## src/rtl/tetris_input_sequencer.sv

```systemverilog
// rtl/tetris_input_sequencer.sv - button edge/auto-repeat capture with round-robin command issue
module tetris_input_sequencer #(
  parameter int CNT_W      = 19,
  parameter int DAS_DELAY  = 250000,
  parameter int ARR_PERIOD = 50000
) (
  input  logic       vclk,
  input  logic       rst,
  input  logic       btn_left,
  input  logic       btn_right,
  input  logic       btn_rotate,
  input  logic       btn_drop,
  input  logic       game_active,
  input  logic       cmd_ready,
  output logic       cmd_valid,
  output logic [1:0] cmd_code,
  output logic       cmd_repeat
);

  localparam logic [CNT_W-1:0] C_DAS_LAST = CNT_W'(DAS_DELAY - 1);
  localparam logic [CNT_W-1:0] C_ARR_LAST = CNT_W'(ARR_PERIOD - 1);

  typedef enum logic {
    S_IDLE  = 1'b0,
    S_ISSUE = 1'b1
  } state_t;

  // Index order matches cmd_code: rotate=0, left=1, right=2, drop=3.
  logic [3:0]       w_btn;
  logic [3:0]       w_press;
  logic [3:0]       w_expire;
  logic [3:0]       w_set;
  logic [3:0]       w_clr;
  logic [3:0]       w_req;
  logic [3:0]       w_lock;
  logic             w_any;
  logic [1:0]       w_sel;
  logic [1:0]       w_idx;

  logic [3:0]       r_prev;
  logic [3:0]       r_pend;
  logic [3:0]       r_pend_rep;
  logic [CNT_W-1:0] r_timer [1:3];
  logic [3:1]       r_phase;       // 0 = waiting out the initial delay, 1 = repeating
  logic [1:0]       r_ptr;
  state_t           r_state;
  logic             r_cmd_valid;
  logic [1:0]       r_cmd_code;
  logic             r_cmd_repeat;

  assign w_btn   = {btn_drop, btn_right, btn_left, btn_rotate};
  assign w_press = w_btn & ~r_prev;
  // Left+right together freezes both repeat timers; drop keeps repeating.
  assign w_lock  = {1'b0, btn_left & btn_right, btn_left & btn_right, 1'b0};
  assign w_set   = (w_press | w_expire) & {4{game_active}};
  assign w_clr   = (r_state == S_ISSUE && cmd_ready) ? (4'd1 << r_cmd_code) : 4'd0;
  assign w_req   = r_pend & {4{game_active}};

  assign cmd_valid  = r_cmd_valid;
  assign cmd_code   = r_cmd_code;
  assign cmd_repeat = r_cmd_repeat;

  // Repeat expiry: a held (not newly pressed, not locked) button whose timer hit its phase limit.
  always_comb begin
    w_expire = '0;
    for (int i = 1; i < 4; i++) begin
      w_expire[i] = game_active & w_btn[i] & r_prev[i] & ~w_lock[i] &
                    (r_timer[i] == (r_phase[i] ? C_ARR_LAST : C_DAS_LAST));
    end
  end

  // Round-robin search for the first pending button starting at the pointer.
  always_comb begin
    w_any = 1'b0;
    w_sel = r_ptr;
    w_idx = '0;
    for (int k = 0; k < 4; k++) begin
      w_idx = r_ptr + 2'(k);
      if (!w_any && w_req[w_idx]) begin
        w_any = 1'b1;
        w_sel = w_idx;
      end
    end
  end

  // Previous-level register; loading it in reset suppresses edges from buttons held through reset.
  always_ff @(posedge vclk) begin
    r_prev <= w_btn;
  end

  // Repeat timers for left, right and drop.
  always_ff @(posedge vclk) begin
    for (int i = 1; i < 4; i++) begin
      if (rst || !game_active || !w_btn[i] || w_press[i] || w_lock[i]) begin
        r_timer[i] <= '0;
        r_phase[i] <= 1'b0;
      end else if (w_expire[i]) begin
        r_timer[i] <= '0;
        r_phase[i] <= 1'b1;
      end else begin
        r_timer[i] <= r_timer[i] + CNT_W'(1);
      end
    end
  end

  // Pending flags: a set beats a same-cycle grant clear; repeated sets saturate.
  always_ff @(posedge vclk) begin
    if (rst || !game_active) begin
      r_pend     <= '0;
      r_pend_rep <= '0;
    end else begin
      r_pend <= (r_pend & ~w_clr) | w_set;
      for (int i = 0; i < 4; i++) begin
        if (w_set[i]) begin
          r_pend_rep[i] <= w_expire[i];
        end
      end
    end
  end

  // Command channel FSM: grant in IDLE, hold the command stable in ISSUE until accepted.
  always_ff @(posedge vclk) begin
    if (rst) begin
      r_state      <= S_IDLE;
      r_ptr        <= '0;
      r_cmd_valid  <= 1'b0;
      r_cmd_code   <= '0;
      r_cmd_repeat <= 1'b0;
    end else begin
      case (r_state)
        S_IDLE: begin
          if (w_any) begin
            r_cmd_code   <= w_sel;
            r_cmd_repeat <= r_pend_rep[w_sel];
            r_cmd_valid  <= 1'b1;
            r_state      <= S_ISSUE;
          end
        end
        S_ISSUE: begin
          if (cmd_ready) begin
            r_cmd_valid <= 1'b0;
            r_ptr       <= r_cmd_code + 2'd1;
            r_state     <= S_IDLE;
          end
        end
        default: r_state <= S_IDLE;
      endcase
    end
  end

endmodule

```

## config.mk

```make
export PLATFORM = sky130hd
export DESIGN_NAME = tetris_input_sequencer
export DESIGN_NICKNAME = d
export VERILOG_FILES = /design/src/rtl/tetris_input_sequencer.sv
export SDC_FILE = /design/constraint.sdc
export NUM_CORES = 1
export LEC_CHECK = 0
export CORE_UTILIZATION = 61
export CTS_CLUSTER_DIAMETER = 30
export DETAILED_ROUTE_END_ITERATION = 10
export GPL_TIMING_DRIVEN = 0
export PLACE_DENSITY = 0.75
export SYNTH_ARGS = -nofsm -noshare
export SYNTH_HDL_FRONTEND = slang
export SYNTH_SLANG_ARGS = --single-unit
```

## constraint.sdc

```tcl
create_clock -name vclk -period 3.6 [get_ports vclk]
set_clock_uncertainty 0.2 [all_clocks]
set_input_delay 0.9 -clock vclk [delete_from_list [all_inputs] [get_ports vclk]]
set_output_delay 0.9 -clock vclk [all_outputs]
set_load 0.02 [all_outputs]
```

==> results of run 1 <==
-- synth_stat cells, types with 2 or more instances --
library cell / instances
nor2_1: 89
edfxtp_1: 57
nand2_1: 31
xor2_1: 29
nand3_1: 26
xnor2_1: 22
dfxtp_1: 21
inv_1: 14
a21oi_1: 13
nand4_1: 12
clkbuf_1: 9
nor3_1: 8
ha_1: 7
and4_1: 5
nor4_1: 5
o21ai_0: 5
a211oi_1: 4
and3_1: 4
mux2i_1: 3
nand2b_1: 3
o21a_1: 3
a2bb2oi_1: 2
mux2_2: 2
nand4b_1: 2
nor3b_1: 2
o221ai_1: 2
or4_1: 2
-- path summary, 6_finish.rpt --
kind	from	endpoint	slack, ns
setup / recovery	game_active	r_timer[0][34]	0.25
hold / removal	r_pend_rep[1]	r_pend_rep[1]	0.29
setup reg to reg	r_timer[0][45]	r_timer[0][51]	0.77
hold reg to reg	r_pend_rep[1]	r_pend_rep[1]	0.29
-- stage by stage --
| stage | TNS [ns] | hold slack (ns) | instance area (µm²) | util | setup WS (ns) |
|---|---|---|---|---|---|
| 6_report | 0 | 0.289 | 4670 | 0.732 | 0.249 |
| 5_1_grt | 0 | 0.321 | 4670 | 0.732 | 0.0270 |
| 4_1_cts | 0 | 0.286 | 4670 | 0.732 | 0.0339 |
| 3_5_place_dp | -5.78 | 0.277 | 4460 | 0.698 | -0.311 |
| 3_3_place_gp | -4.33 | 0.262 | 4460 | 0.698 | -0.279 |
| 2_1_floorplan | 0 | 0.249 | 4250 | - | 0.819 |
-- routing by layer --
layer,wire length [µm],global-route usage
met5,0,0
met3,223,0.0557
met2,3330,0.356
met1,3450,0.295
met4,114,0.102
-- state kept, by name, indices dropped and copies added (netlist names) --
register / flops
r_ptr: 2
r_timer: 57
r_state: 1
r_phase: 3
r_pend: 4
cmd_code: 2
cmd_valid: 1
r_pend_rep: 3
r_prev: 4
cmd_repeat: 1
-- worst min-delay path, delay by kind of cell (launching register included) --
family | cells | cell delay (ns)
compound gates | 2 | 0.13
flops | 1 | 0.31
-- cell families (layout without fill, tap and decap cells) --
family	Yosys count	after routing	synth area share
AO/OA/AOI/OAI	38	38	0.0629
XOR/XNOR	51	51	0.111
adder cells (fa/ha/maj)	7	7	0.0217
buffers and inverters	25	52	0.0291
flip-flops	78	78	0.528
multiplexers	5	5	0.0130
other	1	57	0.000928
AND/OR/NAND/NOR	199	199	0.234
-- final cells by class --
type	instances	area, µm²
Buffer	11	66.3
Clock buffer	12	145
Clock inverter	4	70.1
Fill cell	477	1710
Inverter	14	52.6
Multi-Input combinational cell	357	2000
Sequential cell	78	2130
Tap cell	77	96.3
Timing Repair Buffer	11	110
-- report_power, final --
group,switching (mW),total [mW],internal (mW),leakage [nW]
registers,0.0368,1.03,0.996,0.760
clock network,0.303,0.711,0.408,0.110
logic,0.0575,0.104,0.0466,0.772
==> summary.md, run 1 <==
| Metric | Value |
|---|---|
| Outcome | `complete, no violations` |
| First-pass GRT wire length | `12,500 µm` |
| Starting Density | `0.633` |
| Core Region | `6390 µm²` |
| Bufs on Longest Clock Path | `2` |
| Post-CTS Setup Inserts | `0` |
| Final period util | `0.931` |
| RSZ-0062 raised after global routing | `false` |
| Mapped cell area | `4040 µm²` |
| VDD IR max | `0.297 mV` |
| Slowest library cell on the worst path | `clkdlybuf4s50_1` |
| Clock Sinks | `78` |
| Finished Layout Cells | `564` |
| TritonCTS clock tree | `done` |
| Largest delay contributor family on the critical path | `buffers and inverters` |
| Crit path depth | `8` |
| Yosys cell types | `49` |
| Initial DRC count | `119` |
| GRT overflow | `0` |
| Slew @ Worst Pin | `0.876 ns` |
| Antenna violations before repair | `0` |
| Critical Path Max Stage Delay | `0.52 ns` |
| Worst Path Arrival | `3.23 ns` |
| Sequence of cells on the critical path | `clkdlybuf4s50_1 -> clkbuf_2 -> nand4_1 -> nor4_1 -> nand2_1 -> nand2_1 -> clkbuf_1 -> nor2_1` |
| Remaining DRCs | `0` |
| Tot GR Track Use | `0.226` |
| Yosys warns | `0` |
| Nets | `497` |
| Die X | `83.4 µm` |
| Reg2Reg Depth | `6` |
| Final Hold Viols | `0` |
| IO buf count | `11` |
| Detailed Routing Iterations Pass 1 | `4` |
| Cts hold-fix bufs | `0` |
| Most frequent CP cell | `nand2_1` |
| Total power | `1.85 mW` |
| H-tree Lvls | `3` |
| Post-synth EDFFs | `57` |
| Hold/Removal Path Class | `flip-flop to flip-flop` |
| DRT Wirelength | `7120 µm` |
| Asr flop ratio synth | `0` |
| Crit Path Category | `input pin to flip-flop` |
| Most frequent cells in the layout | `nor2_1 (89), edfxtp_1 (57), conb_1 (57), nand2_1 (31), xor2_1 (29)` |
| Reg clk slew, reported paths | `0.08 ns` |
| CP max FO | `10` |
| Insertion delay to the later sink of the worst-skew pair | `0.34 ns` |
| Synth area leaders | `edfxtp_1 (42%), dfxtp_1 (10%), nor2_1 (8.3%), xor2_1 (6.3%), xnor2_1 (4.8%)` |
| Die ar. | `6950 µm²` |
| Most common cell after layout, fill and taps aside | `nor2_1` |
| Maxcap violations | `0` |
| Minimum clock period | `3.35 ns` |
| Cells after Synth | `404` |
| Vias per cell | `5.26` |
| Max Freq | `298 MHz` |
| Number of global-route vias before repair | `2,873` |
| Post-DR wirelength/cell | `12.6 µm` |
| Main synth FF type | `edfxtp_1` |
| Register bit total from synthesis | `78` |
| Cell taking the most area after synthesis | `edfxtp_1` |
| Max-slew headroom | `0.415` |
| IO Count | `12` |
| DR vias | `2,965` |
| Power density over cell area | `395 nW/µm²` |
| Yosys top cell area share | `0.424` |
| Largest net degree at the start of global routing | `13` |
| # diodes | `0` |
| Req. time, crit path | `3.48 ns` |
| Register area share after synthesis | `0.528` |
| Placed cells | `548` |
| Hold Crit Depth | `2` |
| GP Congestion | `0.852` |
| Critical path capture point type | `flip-flop` |
| Crit path buf inv count | `3` |
| Startpoint types | `input pin` |
| Area Overhead vs Synth | `15.7%` |
| Fin. max-slew vios | `0` |
| Synthesized area per cell | `10.0 µm²` |
| Chip height | `83.4 µm` |
| Resized cells post-CTS | `0` |
| Root Buffer | `clkbuf_8` |
| Rows | `29` |
| Layout cells sized above 1 | `0.0513` |
| Final setup viols | `0` |
| Final ANT Viol Nets | `0` |
| Hpwl dp | `5120 µm` |
| Leak | `1.64 nW` |
| Total CTS buffers | `9` |
Note: power is estimated with default switching activity, not from simulation.
==> inputs of run 2 (changes only) <==
- CORE_MARGIN: default -> 2
- CORE_UTILIZATION: 61 -> 55
- PLACE_DENSITY: 0.75 -> 0.76
- clock period: 3.6 -> 2.79 ns (I/O delays scaled with it)
==> run 2 against run 1 <==
Sequential cell count stayed put. Non-clock buffer count increased by 2. Register-to-register slack lost 0.66 ns. Via count up 1.6%. Utilization fell by 7.1 points. Worst setup slack got worse by 0.14 ns. Clock-buffer cell count grew 1. Sequential power rose by 29%. Combinational power up 31%. Largest cell class unchanged.
==> summary.md, run 2 (synthesis results as in run 1) <==
| Metric | Value |
|---|---|
| VDD IR max | `0.333 mV (+12%)` |
| Die X | `89.7 µm (+7.6%)` |
| Minimum clock period | `2.68 ns` |
| Met1 usage | `0.261 (-0.0338)` |
| Detailed Routing Iterations Pass 1 | `4 (unchanged)` |
| DRT Wirelength | `7350 µm (+3.2%)` |
| Max-slew headroom | `0.462 (+0.0473)` |
| Leak | `1.66 nW (+1.3%)` |
| Power density over cell area | `496 nW/µm² (+25%)` |
| Outcome | `complete, no violations` |
| Root Buffer | `clkbuf_8` |
| Global route hottest layer | `met2` |
| Critical path capture point type | `flip-flop` |
| Max Freq | `374 MHz` |
| CP max FO | `10 (unchanged)` |
| Startpoint types | `flip-flop` |
| GP Congestion | `0.864 (+1.5%)` |
| GR Util met3 | `0.0411 (-0.0146)` |
| Finished Layout Cells | `588 (+4.3%)` |
| Req. time, crit path | `2.69 ns (-0.79 ns)` |
| Clock Sinks | `78 (unchanged)` |
| First-pass GRT wire length | `13,200 µm (+5.9%)` |
| Layout cells sized above 1 | `0.0736 (+0.0223)` |
| Cts hold-fix bufs | `0 (unchanged)` |
| Tot GR Track Use | `0.199 (-0.0267)` |
| Final period util | `0.960` |
| Number of global-route vias before repair | `2,980 (+3.7%)` |
| Area Overhead vs Synth | `17.4%` |
| H-tree Lvls | `3 (unchanged)` |
| Chip height | `89.7 µm (+7.6%)` |
| Biggest register | `r_timer` |
| M2 GR Usage | `0.330 (-0.0266)` |
| Bufs on Longest Clock Path | `2 (unchanged)` |
| Final setup viols | `0 (unchanged)` |
| Slowest library cell on the worst path | `or4_1` |
| Most common cell after layout, fill and taps aside | `nor2_1` |
| DR vias | `3,013 (+1.6%)` |
| Fin. max-slew vios | `0 (unchanged)` |
| Die ar. | `8050 µm² (+16%)` |
| Worst Slack Setup Final | `0.113 ns (-0.136 ns)` |
| Slew @ Worst Pin | `0.805 ns (-0.0708 ns)` |
| GRT overflow | `0 (unchanged)` |
| Setup TNS | `0 ns (unchanged)` |
| Final ANT Viol Nets | `0 (unchanged)` |
| Starting Density | `0.563 (-0.0696)` |
| Post-DR wirelength/cell | `12.5 µm (-0.97%)` |
| Maxcap violations | `0 (unchanged)` |
| Initial DRC count | `129 (+8.4%)` |
| Vias per cell | `5.12 (-2.5%)` |
| Antenna violations before repair | `0 (unchanged)` |
| Rows | `31 (+6.9%)` |
| Core Region | `7180 µm² (+12%)` |
| Hpwl dp | `5280 µm (+3.2%)` |
| Top Registers | `r_timer x57, r_pend x4, r_prev x4` |
| Layout fillers | `587 (+23%)` |
| IO Count | `12 (unchanged)` |
| Pre-CTS setup slack | `-0.918 ns (-0.607 ns)` |
| Sequence of cells on the critical path | `or4_1 -> or4_1 -> nor3_2 -> a21boi_2 -> or2_1 -> buf_6 -> buf_12 -> nor2_1` |
| Most frequent cells in the layout | `nor2_1 (89), edfxtp_1 (57), conb_1 (57), nand2_1 (29), xor2_1 (29)` |
| Placed cells | `570 (+4.0%)` |
| IO buf count | `11 (unchanged)` |
| Critical Path Max Stage Delay | `0.54 ns (+0.02 ns)` |
| Reg clk slew, reported paths | `0.08 ns (about the same)` |
| Insertion delay to the later sink of the worst-skew pair | `0.34 ns (about the same)` |
| Total power | `2.35 mW (+27%)` |
| Largest net degree at the start of global routing | `14 (+1)` |
| Most frequent CP cell | `or4_1` |
| Worst Path Arrival | `2.58 ns (-0.65 ns)` |
| Max reg flops | `57 (unchanged)` |
| Remaining DRCs | `0 (unchanged)` |
| Final Util | `0.661 (-0.0707)` |
| Final Hold Viols | `0 (unchanged)` |
| Nets | `499 (+0.40%)` |
| TritonCTS clock tree | `done` |
| Crit Path Category | `flip-flop to flip-flop` |
| # diodes | `0 (unchanged)` |
| Hold/Removal Path Class | `flip-flop to flip-flop` |
| Total CTS buffers | `9 (unchanged)` |
## run 2: cell types whose count changed in the layout (fill, tap and decap cells not counted), sizes merged
| cell | before | now |
|---|---|---|
| inv | 14 | 16 |
| buf | 2 | 5 |
| clkdlybuf4s50 | 11 | 10 |
| clkinv | 2 | 1 |
| clkdlybuf4s15 | 0 | 1 |
| bufinv | 2 | 0 |
## run 2: final cells by class
| class | instances | area (µm²) | share of cell area |
|---|---|---|---|
| Clock inverter | 3 | 20.0 | 0.00422 |
| Tap cell | 99 | 124 | 0.0261 |
| Multi-Input combinational cell | 357 | 2020 | 0.427 |
| Timing Repair Buffer | 14 | 133 | 0.0280 |
| Inverter | 14 | 52.6 | 0.0111 |
| Buffer | 10 | 63.8 | 0.0135 |
| Sequential cell | 78 | 2130 | 0.449 |
| Clock buffer | 13 | 195 | 0.0412 |
## run 2: critical path, delay by kind of cell (launching register included)
family | cells | cell delay, ns
AND/OR/NAND/NOR | 5 | 1.30
buffers and inverters | 2 | 0.27
AO/OA/AOI/OAI | 1 | 0.20
flip-flops | 1 | 0.46
## run 2: final timing paths
check | from | end | slack, ns | depth (start not counted)
max | r_timer[0][67] | r_timer[0][72] | 0.11 | 8
max reg2reg | r_timer[0][67] | r_timer[0][72] | 0.11 | 8
min reg2reg | r_pend_rep[1] | r_pend_rep[1] | 0.28 | 2
min | r_pend_rep[1] | r_pend_rep[1] | 0.28 | 2
## run 2: metal layers
| layer | wire length [µm] | vias up |
|---|---|---|
| met5 | 0 | - |
| met1 | 3470 | 1424 |
| met2 | 3570 | 43 |
| met3 | 224 | 7 |
| li1 | - | 1539 |
| met4 | 85 | 0 |
## run 2: per-stage QoR
step / hold WS (ns) / cell area [µm²]
after floorplan: 0.249 / 4250
after global placement: 0.262 / 4480
after detailed placement: 0.267 / 4480
after CTS: 0.278 / 4700
after global routing: 0.303 / 4740
final: 0.279 / 4740
## run 2: timing repair
| item | in CTS | in global routing |
|---|---|---|
| pin swaps | 0 | 1 |
| buffers inserted | 0 | 3 |
| resized for setup | 4 | 5 |
| endpoints found under the setup margin | 46 | 30 |
## run 2: power breakdown
part	switching (mW)	total (mW)	internal (mW)	leakage, nW
clock	0.416	0.885	0.469	0.114
combinational	0.0749	0.136	0.0607	0.790
sequential	0.0481	1.33	1.28	0.760
